==> config.mk <==
export PLATFORM = sky130hd
export DESIGN_NAME = req_dispatcher
export DESIGN_NICKNAME = d
export VERILOG_FILES = /design/src/rtl/req_dispatch_pkg.sv /design/src/rtl/rr_pick.sv /design/src/rtl/req_dispatcher.sv
export SDC_FILE = /design/constraint.sdc
export NUM_CORES = 1
export LEC_CHECK = 0
export CORE_UTILIZATION = 54
export DETAILED_ROUTE_END_ITERATION = 6
export MAX_ROUTING_LAYER = met4
export PLACE_DENSITY = 0.82
export SLEW_MARGIN = 20
export SYNTH_ARGS = -nofsm -noshare
export SYNTH_HDL_FRONTEND = slang
export SYNTH_SLANG_ARGS = --single-unit
==> constraint.sdc <==
create_clock -name clk -period 6.8 [get_ports clk]
set_input_delay 2.04 -clock clk [delete_from_list [all_inputs] [get_ports clk]]
set_output_delay 2.04 -clock clk [all_outputs]
set_load 0.02 [all_outputs]
==> src/rtl/req_dispatch_pkg.sv <==
// Shared types and helpers for the request dispatcher.
package req_dispatch_pkg;

    typedef enum logic [1:0] {
        IDLE  = 2'd0,
        GRANT = 2'd1,
        POP   = 2'd2
    } dispatch_state_e;

    // Index width for n requesters; never narrower than one bit.
    function automatic int unsigned idx_width(input int unsigned n);
        return (n > 2) ? $clog2(n) : 1;
    endfunction

endpackage

==> src/rtl/rr_pick.sv <==
// Combinational rotating-priority picker: lowest set bit at or above ptr,
// falling back to the lowest set bit overall.
module rr_pick #(
    parameter int unsigned N    = 4,
    parameter int unsigned IdxW = 2
) (
    input  logic [N-1:0]    pending_i,
    input  logic [IdxW-1:0] ptr_i,
    output logic [IdxW-1:0] sel_o,
    output logic [N-1:0]    onehot_o,
    output logic            any_o
);

    logic [IdxW-1:0] hi_sel;
    logic [IdxW-1:0] lo_sel;
    logic            hi_found;

    // Descending scan so the lowest qualifying index is the one that sticks.
    always_comb begin
        hi_sel   = '0;
        lo_sel   = '0;
        hi_found = 1'b0;
        for (int i = N - 1; i >= 0; i--) begin
            if (pending_i[i]) begin
                lo_sel = IdxW'(i);
                if (IdxW'(i) >= ptr_i) begin
                    hi_sel   = IdxW'(i);
                    hi_found = 1'b1;
                end
            end
        end
        any_o    = |pending_i;
        sel_o    = hi_found ? hi_sel : lo_sel;
        onehot_o = any_o ? (N'(1) << sel_o) : '0;
    end

endmodule

==> src/rtl/req_dispatcher.sv <==
// Consumer of the request queue head: grants each set bit of the latched entry
// in round-robin order over valid/ready, then pops the entry.
// Optional build macro REQ_DISPATCH_ABORT_EN: an all-zero head during GRANT
// abandons the entry without a pop.
module req_dispatcher
    import req_dispatch_pkg::*;
#(
    parameter int unsigned N = 4,
    localparam int unsigned IdxW = idx_width(N)
) (
    input  logic            clk,
    input  logic            rst,
    input  logic [N-1:0]    head_req,
    input  logic            head_empty,
    output logic            pop,
    output logic [N-1:0]    gnt,
    output logic [IdxW-1:0] gnt_idx,
    output logic            gnt_valid,
    input  logic            gnt_ready,
    output logic            busy
);

    dispatch_state_e state_q, state_d;
    logic [N-1:0]    pending_q, pending_d;
    logic [IdxW-1:0] ptr_q, ptr_d;

    logic [IdxW-1:0] sel_cur, sel_nxt;
    logic [N-1:0]    oh_cur, oh_nxt;
    logic            any_cur, any_nxt;
    logic            abort;
    logic            grant_nxt;

    // Picker on the current registers decides what is being granted now.
    rr_pick #(
        .N    (N),
        .IdxW (IdxW)
    ) u_pick_cur (
        .pending_i (pending_q),
        .ptr_i     (ptr_q),
        .sel_o     (sel_cur),
        .onehot_o  (oh_cur),
        .any_o     (any_cur)
    );

    // Picker on the next-state values lets the grant outputs be registered.
    rr_pick #(
        .N    (N),
        .IdxW (IdxW)
    ) u_pick_nxt (
        .pending_i (pending_d),
        .ptr_i     (ptr_d),
        .sel_o     (sel_nxt),
        .onehot_o  (oh_nxt),
        .any_o     (any_nxt)
    );

`ifdef REQ_DISPATCH_ABORT_EN
    assign abort = (head_req == '0);
`else
    assign abort = 1'b0;
`endif

    // Next-state: latch entry in IDLE, retire one bit per accepted grant.
    always_comb begin
        state_d   = state_q;
        pending_d = pending_q;
        ptr_d     = ptr_q;
        unique case (state_q)
            IDLE: begin
                if (!head_empty && (|head_req)) begin
                    pending_d = head_req;
                    state_d   = GRANT;
                end
            end
            GRANT: begin
                if (abort) begin
                    // Abort wins over a same-cycle acceptance; ptr stays put.
                    pending_d = '0;
                    state_d   = IDLE;
                end else if (gnt_ready && any_cur) begin
                    pending_d = pending_q & ~oh_cur;
                    ptr_d     = (sel_cur == IdxW'(N - 1)) ? '0 : sel_cur + IdxW'(1);
                    if ((pending_q & ~oh_cur) == '0) begin
                        state_d = POP;
                    end
                end
            end
            POP: begin
                state_d = IDLE;
            end
            default: begin
                state_d   = IDLE;
                pending_d = '0;
            end
        endcase
    end

    assign grant_nxt = (state_d == GRANT) && any_nxt;

    // State, working registers and registered outputs.
    always_ff @(posedge clk) begin
        if (rst) begin
            state_q   <= IDLE;
            pending_q <= '0;
            ptr_q     <= '0;
            pop       <= 1'b0;
            gnt       <= '0;
            gnt_idx   <= '0;
            gnt_valid <= 1'b0;
            busy      <= 1'b0;
        end else begin
            state_q   <= state_d;
            pending_q <= pending_d;
            ptr_q     <= ptr_d;
            pop       <= (state_d == POP);
            gnt_valid <= grant_nxt;
            gnt       <= grant_nxt ? oh_nxt : '0;
            gnt_idx   <= grant_nxt ? sel_nxt : '0;
            busy      <= (state_d != IDLE);
        end
    end

endmodule

==> results of run 1 <==
-- layer usage --
| layer | wire [um] | global-route usage |
|---|---|---|
| met1 | 997 | 0.3333 |
| met2 | 1029 | 0.4235 |
| met3 | 154 | 0.06939 |
| met4 | 38 | 0.08485 |
| met5 | 0 | - |
-- report_power, final --
part	switching, mW	internal, mW	total, mW
sequential	0.00810	0.107	0.115
combinational	0.0424	0.0333	0.0757
clock	0.0311	0.0219	0.0530
-- state kept, by name, summed over array words and instances, names as in the netlist --
name,cells
pending_q,4
gnt_idx,2
gnt_valid,1
state_q,2
pop,1
ptr_q,2
busy,1
gnt,4
-- cell families (layout without fill, tap and decap cells) --
group / after synthesis / count (layout) / share of synthesized area
adders and majority gates: 4 / 4 / 0.05236
DFF: 17 / 17 / 0.3560
AOI/OAI and AO/OA: 35 / 35 / 0.2853
muxes: 3 / 3 / 0.03665
and+or+nand+nor: 44 / 44 / 0.2291
buffers and inverters: 10 / 28 / 0.04057
-- area by class of cell --
type	count	share of cell area
clock inverter	1	0.004334
clock buffer	3	0.01950
timing repair buffer	16	0.1387
inverter	8	0.02600
tap	16	0.01733
sequential	17	0.2947
multi-input combinational	86	0.4995
-- per-stage QoR --
stage / area [um^2] / util / hold slack [ns]
final: 1155 / 0.7325 / 0.6928
after CTS: 1155 / 0.7325 / 0.6683
after global routing: 1155 / 0.7325 / 0.7178
after global placement: 1127 / 0.7151 / 0.6512
after detailed placement: 1127 / 0.7151 / 0.6555
after floorplan: 955.9 / - / 0.5223
-- critical path: cells and delay by family --
| family | cells | cell delay, ns |
|---|---|---|
| AO/OA/AOI/OAI | 5 | 1.18 |
| buffers and inverters | 1 | 0.44 |
| AND/OR/NAND/NOR | 1 | 0.56 |
-- worst max path at each step --
| stage | to | cells after the start | startpoint |
|---|---|---|---|
| finish | gnt[1]$_SDFF_PP0_ | 7 | head_req[1] |
| CTS | gnt[1]$_SDFF_PP0_ | 7 | head_req[1] |
| detailed placement | gnt[1]$_SDFF_PP0_ | 7 | head_req[1] |
| global placement | gnt[1]$_SDFF_PP0_ | 7 | head_req[1] |
| floorplan | gnt[1]$_SDFF_PP0_ | 6 | head_req[1] |
| global route | gnt[2]$_SDFF_PP0_ | 7 | head_empty |
-- Yosys cell counts (all sizes together) (2+ instances only) --
| cell | instances | area [um^2] |
|---|---|---|
| dfxtp | 17 | 340.3 |
| nor2 | 13 | 48.80 |
| nand2 | 10 | 37.54 |
| a21oi | 8 | 43.79 |
| inv | 8 | 30.03 |
| nor3 | 7 | 35.03 |
| a211oi | 5 | 47.54 |
| ha | 4 | 50.05 |
| nand3 | 3 | 15.01 |
| o21ai | 3 | 15.01 |
| o22ai | 3 | 18.77 |
| a21o | 2 | 15.01 |
| a221oi | 2 | 17.52 |
| a22oi | 2 | 15.01 |
| and2 | 2 | 15.02 |
| mux2i | 2 | 20.02 |
| nand2b | 2 | 12.51 |
| or3b | 2 | 17.52 |
| or4 | 2 | 18.77 |
==> results.md, run 1 <==
* Run status: finished with violations
* Failing checks: design-rule violations
* Netlist cell types at 41
* Num CTS Buffers at 3
* Max Cap Viol at 0
* Synth Flop Type: dfxtp_1
* R2r setup slk at 3.73 ns
* CTS root buf: clkbuf_4
* Remaining Overflow, GRT at 0
* Number of nets in the layout at 144
* Worst Tran Pin Value at 0.7993 ns
* Hold-fix buffers at CTS at 0
* Die W at 44.08 um
* TritonRoute pass-1 iters at 6
* Syn Std Cell Area at 955.9 um^2
* Power Density at 211.1 nW/um^2
* Most frequent cells in the layout: dfxtp_1 (17), clkdlybuf4s50_1 (16), nor2_1 (13)
* #FFs+latches synth at 17
* Wire length per cell at 15.10 um
* First-pass GRT wire length at 3663 um
* Final Hold Vio Count at 0
* Non-Filler Instances at 147
* Ant diodes at 0
* Post-route ant nets at 0
* WHS Path Cells at 1
* Minimum clock period at 3.998 ns
* Inst Count DP at 143
* HP Class: reg -> reg
* I/O pin cnt at 17
* Peak Freq at 250.1 MHz
* Final worst slack at 2.802 ns
* CP max stage delay at 0.56 ns
* Rows at 14
* Core area at 1577 um^2
* Die Y-Extent at 44.08 um
* Initial Util at 0.6063
* Ys Warns at 0
* H-tree depth at 1
* Setup WS pre-CTS at 2.510 ns
* Setup violators final at 0
* Total GRT Usage at 0.2672
* Clock latency at the later pin of the worst-skew pair at 0.29 ns
* Num Clock Sinks at 17
* Max VDD drop at 0.1391 mV
* Reg area at 340.3 um^2
* Most frequent CP cell: a211oi_2
* RR Startpoint: pending_q[1]$_SDFF_PP0_
* DR DRC count at 2
* DIE AREA at 1943 um^2
* Seq/Total Area, Yosys at 0.3560
* Hold path start: state_q[1]$_SDFF_PP0_
* Leak Pwr at 0.4587 nW
* Pwr Total at 0.2438 mW
* Final worst-path cycle share at 0.5879
* Slowest-stage cell, CP: or4_4
* Postcts setup bufs at 0
* Worst path arrival time at 4.22 ns
* Skew final at 0.003507 ns
* Synth Instances at 113
* Slew HR at 0.4671
* Largest net degree at the start of global routing at 13
* Vias in the first global route at 836
* IO buf count at 16
* DR vias at 919
* CTS tree: built
* FF-to-FF path depth at 9
* Capturing point of the worst reg2reg path: gnt[0]$_SDFF_PP0_
* Startpoint Class: input pin
* Routed vias/inst at 6.252
* Setup TNS at 0 ns
* Post-detailed-placement half-perimeter wirelength at 1679 um
* CP Class: in -> reg
* Async set or reset register ratio after synthesis at 0
* Final WL at 2220 um
* Post-cts gate resize count at 0
* Syn Area/Cell at 8.459 um^2
* Crit path cell chain: clkdlybuf4s50_1, or4_4, a21oi_2, a211oi_2, o21bai_2, a221o_1, a211oi_2
* Clk slew on worst S/H paths at 0.10 ns
* Worst Hold Path EP: state_q[0]$_SDFF_PP0_
* CP required at 7.02 ns
* CTS Buffer Depth at 2
* Initial antenna violation count at 0
* CP Capture Type: flip-flop
* Post-synth EDFFs at 0
* Placer congestion estimate at 0.9192
* Fin. max-slew vios at 0
* Share of cells above drive strength 1 at 0.1069
* Fillers at 121
* Multi-input gate area at 576.8 um^2
* Area Overhead vs Synth at 20.81%
* CP Max Fanout at 6
* Unrepaired setup endpoints after global routing: false
* Commonest non-fill, non-tap cell in the layout: dfxtp_1
* Syn Nets at 125
* Initial DRC Count at 36
Note: power is estimated with default switching activity, not from simulation.
==> run 2: changes to the inputs <==
CORE_UTILIZATION = 46   (was 54)
PLACE_DENSITY = 0.74   (was 0.82)
clock period = 3.36 ns   (was 6.8 ns; I/O delays follow)
==> run 2 against run 1 <==
  * The flow now finishes without violations
  * Flip-flop and latch count did not move
  * Via count rose by 0.54%
  * Core utilization shrank 13 points
  * Total power rose by 100%
  * Worst hold slack lost 0.0067 ns
  * Sequential power is 100% higher
  * Clock skew increased by 0.0037 ns
  * Highest routed layer unchanged
  * Die area up 17%
==> results.md, run 2 (synthesis gave the netlist of run 1 again) <==
* Die W at 47.59 um (+8.0%)
* Wire length per cell at 13.59 um (-10%)
* Number of nets in the layout at 146 (+1.4%)
* Most frequent cells in the layout: dfxtp_1 (17), clkdlybuf4s50_1 (16), nor2_1 (13)
* I/O pin cnt at 17 (unchanged)
* Design area at 1184 um^2 (+2.5%)
* CP Class: in -> reg
* Setup violators final at 0 (unchanged)
* Initial antenna violation count at 0 (unchanged)
* TritonRoute pass-1 iters at 6 (unchanged)
* Setup TNS at 0 ns (unchanged)
* Worst path arrival time at 3.19 ns (-1.03 ns)
* Initial DRC Count at 23 (-36%)
* CP Max Fanout at 6 (unchanged)
* Routed vias/inst at 5.775 (-7.6%)
* Remaining Overflow, GRT at 0 (unchanged)
* Die Y-Extent at 47.59 um (+8.0%)
* DP Area at 1156 um^2 (+2.6%)
* CTS tree: built
* Hold slack at 0.6861 ns (-0.006735 ns)
* Final Util at 0.6033 (-0.1292)
* HP Class: reg -> reg
* Final Hold Vio Count at 0 (unchanged)
* First-pass GRT wire length at 3263 um (-11%)
* Fin. max-slew vios at 0 (unchanged)
* Inst Count DP at 156 (+9.1%)
* Power Density at 419.6 nW/um^2 (+99%)
* Num Clock Sinks at 17 (unchanged)
* Commonest non-fill, non-tap cell in the layout: dfxtp_1
* H-tree depth at 1 (unchanged)
* Final worst slack at 0.3891 ns (-2.413 ns)
* Skew final at 0.007159 ns (+0.003652 ns)
* Unrepaired setup endpoints after global routing: false
* IO buf count at 16 (unchanged)
* Placer congestion estimate at 0.8773 (-4.6%)
* Peak Freq at 336.6 MHz
* Leak Pwr at 0.4684 nW (+2.1%)
* Final WL at 2175 um (-2.0%)
* Minimum clock period at 2.971 ns
* CP required at 3.58 ns (-3.44 ns)
* CP Capture Type: flip-flop
* DR vias at 924 (+0.54%)
* Vias in the first global route at 775 (-7.3%)
* Setup WS pre-CTS at 0.09967 ns (-2.410 ns)
* Ant diodes at 0 (unchanged)
* Postcts setup bufs at 0 (unchanged)
* Final worst-path cycle share at 0.8842
* Post-route ant nets at 0 (unchanged)
* Slew HR at 0.5898 (+0.1227)
* CTS root buf: clkbuf_4
* Fillers at 191 (+58%)
* Post-cts gate resize count at 0 (unchanged)
* Rows at 16 (+2)
* Area Overhead vs Synth at 23.82%
* Share of cells above drive strength 1 at 0.1203 (+0.01343)
* Hold-fix buffers at CTS at 0 (unchanged)
* Run status: finished, final reports clean
* Non-Filler Instances at 160 (+8.8%)
* Startpoint Class: input pin
* Core area at 1962 um^2 (+24%)
* Post-detailed-placement half-perimeter wirelength at 1714 um (+2.1%)
* Initial Util at 0.4872 (-0.1191)
* Num CTS Buffers at 3 (unchanged)
* Pwr Total at 0.4966 mW (+100%)
* Max Cap Viol at 0 (unchanged)
* Largest net degree at the start of global routing at 13 (unchanged)
* Clock latency at the later pin of the worst-skew pair at 0.29 ns (about the same)
* Top Registers: gnt (4), pending_q (4)
* DR DRC count at 0 (-2)
* CTS Buffer Depth at 2 (unchanged)
* Total GRT Usage at 0.2153 (-0.05193)
* DIE AREA at 2264 um^2 (+17%)
* Worst Tran Pin Value at 0.6153 ns (-0.1840 ns)
* Clk slew on worst S/H paths at 0.10 ns (about the same)
* Max VDD drop at 0.3053 mV (+120%)
[run 2: cell type report]
type	instances	area [um^2]	share of cell area
clock buffer	3	22.52	0.01903
clock inverter	1	5.005	0.004228
inverter	8	30.03	0.02537
multi-input combinational	86	576.8	0.4873
sequential	17	340.3	0.2875
tap	27	33.78	0.02854
timing repair buffer	18	175.2	0.1480
[run 2: power by group]
group	switching [mW]	leakage, nW	total (mW)	internal [mW]
Clock	0.0626	0.0177	0.107	0.0443
Sequential	0.0161	0.139	0.233	0.217
Combinational	0.0863	0.312	0.157	0.0708
[run 2: worst paths after layout]
kind                            slack, ns                     to  depth (start not counted)                    start
worst max-delay path                 0.39      gnt[1]$_SDFF_PP0_                          7              head_req[1]
worst min-delay path                 0.69  state_q[0]$_SDFF_PP0_                          1    state_q[1]$_SDFF_PP0_
worst max register to register       0.68      gnt[0]$_SDFF_PP0_                          9  pending_q[3]$_SDFF_PP0_
worst min register to register       0.69  state_q[0]$_SDFF_PP0_                          1    state_q[1]$_SDFF_PP0_
[run 2: worst max-delay path, cell delays in order]
cell and delay, ns:
clkdlybuf4s50_1 0.44, or4_4 0.56, a21oi_2 0.20, a211oi_2 0.15, mux2_4 0.30, a221o_1 0.34, a211oi_2 0.20
[run 2: routing by layer]
| metal | share of wire | GRT usage | vias up | wire (um) |
|---|---|---|---|---|
| met5 | 0 | - | - | 0 |
| met4 | 0.0069 | 0.05556 | 0 | 15 |
| met3 | 0.055 | 0.06415 | 2 | 119 |
| met2 | 0.48 | 0.3589 | 32 | 1051 |
| met1 | 0.45 | 0.2529 | 432 | 987 |
| li1 | - | - | 458 | - |
